## src/rtl/msg_arbiter.sv

```systemverilog
// Two-requester round-robin message arbiter for the matching engine.
// Stamps a 24-bit sequence header and presents each message for HOLD_CYCLES.
module msg_arbiter #(
  parameter int MSG_W       = 168,
  parameter int HOLD_CYCLES = 5
) (
  input  logic             clk,
  input  logic             reset,
  input  logic             req0_valid,
  input  logic [MSG_W-1:0] req0_msg,
  output logic             req0_ready,
  input  logic             req1_valid,
  input  logic [MSG_W-1:0] req1_msg,
  output logic             req1_ready,
  output logic [MSG_W-1:0] msg,
  output logic             signal,
  output logic             busy,
  output logic             grant_id,
  output logic [23:0]      seq_num
);

  localparam int HDR_LO = MSG_W - 24;

  localparam logic [1:0] S_IDLE  = 2'd0;
  localparam logic [1:0] S_ISSUE = 2'd1;
  localparam logic [1:0] S_HOLD  = 2'd2;

  localparam logic [7:0] HOLD_INIT = 8'(HOLD_CYCLES - 1);

  logic [1:0]       r_state;
  logic [7:0]       r_hold_cnt;
  logic             r_last_grant;
  logic             r_grant_id;
  logic             r_signal;
  logic [23:0]      r_seq_num;
  logic [MSG_W-1:0] r_msg;

  logic              w_any;
  logic              w_grant;
  logic              w_accept;
  logic [23:0]       w_seq_next;
  logic [HDR_LO-1:0] w_sel_low;
  logic              w_unused_hdr;

  assign w_any = req0_valid | req1_valid;

  // On a tie, the requester that did not win last time gets the slot.
  assign w_grant = (req0_valid & req1_valid) ? ~r_last_grant
                                             : req1_valid;

  assign w_accept = (r_state == S_IDLE) & w_any & ~reset;

  assign req0_ready = w_accept & ~w_grant;
  assign req1_ready = w_accept &  w_grant;

  assign w_seq_next = r_seq_num + 24'd1;

  assign w_sel_low = w_grant ? req1_msg[HDR_LO-1:0]
                             : req0_msg[HDR_LO-1:0];

  // Incoming headers are overwritten by the stamp.
  assign w_unused_hdr = ^{req0_msg[MSG_W-1:HDR_LO],
                          req1_msg[MSG_W-1:HDR_LO]};

  always_ff @(posedge clk) begin
    if (reset) begin
      r_state      <= S_IDLE;
      r_hold_cnt   <= 8'd0;
      r_last_grant <= 1'b1;
      r_grant_id   <= 1'b0;
      r_signal     <= 1'b0;
      r_seq_num    <= 24'd0;
      r_msg        <= '1;
    end else begin
      r_signal <= 1'b0;
      case (r_state)
        S_IDLE: begin
          if (w_any) begin
            r_state      <= S_ISSUE;
            r_msg        <= {w_seq_next, w_sel_low};
            r_signal     <= 1'b1;
            r_grant_id   <= w_grant;
            r_last_grant <= w_grant;
            r_seq_num    <= w_seq_next;
          end
        end
        S_ISSUE: begin
          if (HOLD_CYCLES > 1) begin
            r_state    <= S_HOLD;
            r_hold_cnt <= HOLD_INIT;
          end else begin
            r_state <= S_IDLE;
            r_msg   <= '1;
          end
        end
        S_HOLD: begin
          if (r_hold_cnt <= 8'd1) begin
            r_state    <= S_IDLE;
            r_hold_cnt <= 8'd0;
            r_msg      <= '1;
          end else begin
            r_hold_cnt <= r_hold_cnt - 8'd1;
          end
        end
        default: begin
          r_state    <= S_IDLE;
          r_hold_cnt <= 8'd0;
          r_msg      <= '1;
        end
      endcase
    end
  end

  assign msg      = r_msg;
  assign signal   = r_signal;
  assign busy     = (r_state != S_IDLE);
  assign grant_id = r_grant_id;
  assign seq_num  = r_seq_num;

endmodule

```

## config.mk

```make
export PLATFORM = sky130hd
export DESIGN_NAME = msg_arbiter
export DESIGN_NICKNAME = d
export VERILOG_FILES = /design/src/rtl/msg_arbiter.sv
export SDC_FILE = /design/constraint.sdc
export NUM_CORES = 1
export LEC_CHECK = 0
export CELL_PAD_IN_SITES_DETAIL_PLACEMENT = 1
export CELL_PAD_IN_SITES_GLOBAL_PLACEMENT = 1
export CORE_AREA = 2 2 206 208
export CTS_BUF_LIST = sky130_fd_sc_hd__clkbuf_4 sky130_fd_sc_hd__clkbuf_8 sky130_fd_sc_hd__clkbuf_16
export CTS_CLUSTER_SIZE = 40
export DETAILED_ROUTE_END_ITERATION = 8
export DIE_AREA = 0 0 208 210
export GPL_ROUTABILITY_DRIVEN = 1
export GPL_TIMING_DRIVEN = 0
export PLACE_DENSITY_LB_ADDON = 0.1
export REMOVE_ABC_BUFFERS = 1
export SLEW_MARGIN = 20
export SYNTH_ARGS = -nofsm -noshare
export SYNTH_HDL_FRONTEND = slang
export SYNTH_SLANG_ARGS = --single-unit
export TNS_END_PERCENT = 50
```

## constraint.sdc

```tcl
create_clock -name clk -period 3.76 [get_ports clk]
set_clock_uncertainty 0.15 [all_clocks]
set_input_delay 1.128 -clock clk [delete_from_list [all_inputs] [get_ports clk]]
set_output_delay 1.128 -clock clk [all_outputs]
set_load 0.05 [all_outputs]
```

==> results.json <==
{
  "fin_nets": 1630,
  "design_area_um2": 15500,
  "wl_met3_um": 2770,
  "wl_met1_um": 16300,
  "num-fill-cells": 4616,
  "finish.utilization_pct": 37.4,
  "antenna_found_initial": 8,
  "synthDistinctLibCells": 44,
  "p_comb_share_pct": 52.8,
  "cts-root-buf": "clkbuf_16",
  "drv_cap": 0,
  "status": "finished clean",
  "holdPathStages": 1,
  "detail_route.vias_per_cell": 4.55,
  "avgSynthCellArea_um2": 10.9,
  "layout_setup_ws_ns": 0.186,
  "grt.overflow.total": 0,
  "seq_area_frac_synth_pct": 46.9,
  "grt_max_degree": 37,
  "path_clk_slew_ns": 0.06,
  "setup_tns_ns": 0,
  "powerDensity_nw_per_um2": 837,
  "setup_violations": 0,
  "place_congestion": 0.747,
  "synth.area.top_cells": "dfxtp_1, mux2i_1, a2bb2oi_1, clkbuf_1, xor2_1",
  "dp_hpwl_um": 32200,
  "p_sw_share_pct": 42.5,
  "die_h_um": 210,
  "worst_pin_slew_ns": 0.780,
  "hold_buffers": 0,
  "drc_errors": 0,
  "crit_arrival_ns": 2.30,
  "io_buffers": 488,
  "finalMaxSlewViolations": 0,
  "numCtsBuffers": 27,
  "max-vdd-ir-drop_mv": 0.336,
  "synth-edff-count": 0,
  "cellLeakagePower_nw": 6.28,
  "drt.antenna.violating_nets": 0,
  "clk_latency_ns": 0.53,
  "yosysWarningCount": 0,
  "synthCells": 802,
  "wirelength_um": 40800,
  "clkPwrFrac_pct": 21.9,
  "core_um2": 41500,
  "detailedPlace.worstSlack_ns": -0.961,
  "die_area_um2": 43700,
  "fmax_mhz": 280,
  "cts_tree": "done",
  "cp-start-kind": "primary input",
  "whs_ns": 0.328,
  "dr_wl_met2_um": 21000,
  "num_io_pins": 537,
  "ctsLongestPathBuffers": 3,
  "ys.flop_type": "dfxtp_1",
  "critPathRequiredTime_ns": 2.48,
  "period_share_pct": 95.0,
  "synthToLayoutAreaGrowth_pct": 77.6,
  "drive_gt1_share_pct": 7.60,
  "synth_top_area_cell": "dfxtp_1",
  "initial_core_util_pct": 21.1,
  "drt-pass1-iter-count": 4,
  "syn-cell-area_um2": 8750,
  "grt_pass1_vias": 8631,
  "synthTopCellsByCount": "dfxtp_1, a2bb2oi_1, mux2i_1",
  "async_flop_share_pct": 0,
  "wl_per_cell_um": 22.1,
  "grt_pass1_wl_um": 59600,
  "netlist.area_leader.share_pct": 46.9,
  "htreeDepth": 1,
  "rsz0062_at_grt": "false",
  "pwr-share-seq_pct": 25.3,
  "rows": 75,
  "topRoutingLayerUsed": "met5",
  "rr_worst_depth": 11,
  "synth_most_common_cell": "dfxtp_1",
  "hold_class": "register to register",
  "path_max_fanout": 27,
  "switchingPower_mw": 5.52,
  "ys_ff_latch": 205,
  "layout_min_cycle_time_ns": 3.57,
  "cts_sinks": 205,
  "internal-power_mw": 7.48,
  "die_w_um": 208,
  "dpl_cell_area_um2": 14500,
  "drtIter0Drc": 257,
  "relSlewSlack_pct": 47.6,
  "hold_violations": 0,
  "end_kind": "output port",
  "criticalPathCategory": "primary input to output port",
  "vias": 8411,
  "gr-usage-all-layers_pct": 17.8
}
final cells by class:
cell class	instances	area, um2	share of cell area [%]
flip-flops and latches	205	4100	26.4
well taps	539	674	4.34
diodes	6	15.0	0.0967
multi-input cells	516	4300	27.7
inverters	8	30.0	0.193
clock inverters	5	125	0.806
clock buffers	43	871	5.61
repair buffers	525	5410	34.8
worst paths after layout:
kind / startpoint / end / slack (ns)
setup / recovery: reset / req0_ready / 0.19
hold / removal: msg[162] / msg[162] / 0.33
setup reg to reg: r_hold_cnt[3] / msg[70] / 0.25
hold reg to reg: msg[162] / msg[162] / 0.33
cells in the final DEF, fill, tap and decap left out, drive strengths merged, types with 2 or more instances in the layout:
cell type,instances
a2bb2oi,157
or3,6
ha,7
dlygate4sd2,2
nand3,13
inv,8
dfxtp,205
diode,6
nor4,10
o21a,4
o32a,9
clkdlybuf4s50,482
nor3,3
bufinv,4
o22a,2
and4,7
and2,4
mux2i,144
nor2,22
o21ai,10
xnor2,8
nand4,11
o31a,8
a21oi,19
o31ai,11
or4,11
clkbuf,43
and3,2
buf,39
nand2,18
xor2,18
nand2b,2
registers in the layout, summed over array words and instances, names as in the netlist:
name	count
seq_num	24
grant_id	1
msg	168
r_hold_cnt	8
r_last_grant	1
r_state	2
signal	1
logic make-up (layout without fill, tap and decap cells):
family	after synthesis	count (layout)	synth area share [%]
DFF	205	205	46.9
buffers and inverters	81	581	4.31
other	0	6	0
xor gates and xnor gates	26	26	2.60
AOI/OAI and AO/OA	227	227	21.5
adders and majority gates	7	7	1.00
muxes	144	144	16.5
and+or+nand+nor	112	112	7.19
power by group through the flow:
stage | clock, mW | combinational, mW | sequential, mW
global route | 3.05 | 7.18 | 3.39
detailed placement | 0 | 6.93 | 3.33
finish | 2.85 | 6.87 | 3.28
CTS | 2.96 | 6.96 | 3.29
global placement | 0 | 5.39 | 2.97
floorplan | 0 | 2.19 | 5.51
worst max-delay path, stage by stage:
cell     delay (ns)
buf_4          0.29
inv_1          0.23
nand2_2        0.21
nor2_1         0.09
and2_1         0.15
buf_4          0.18
per-stage QoR:
step,std cells,power [mW]
floorplan,729,7.70
global placement,1756,8.35
detailed placement,1790,10.3
CTS,1840,13.2
global route,1845,13.6
finish,1847,13.0
routing by layer:
| metal | track usage [%] | up-vias |
|---|---|---|
| met5 | 0 | - |
| met4 | 4.77 | 4 |
| met3 | 5.51 | 38 |
| met2 | 32.1 | 248 |
| met1 | 20.4 | 4084 |
| li1 | - | 4037 |
timing repair:
item | in CTS | in global routing
resized for setup | 19 | 2
endpoints found under the hold margin | 0 | 0
endpoints found under the setup margin | 2 | 2
gates cloned | 1 | 0
buffers inserted | 1 | 0
(Power assumes the default switching activity.)
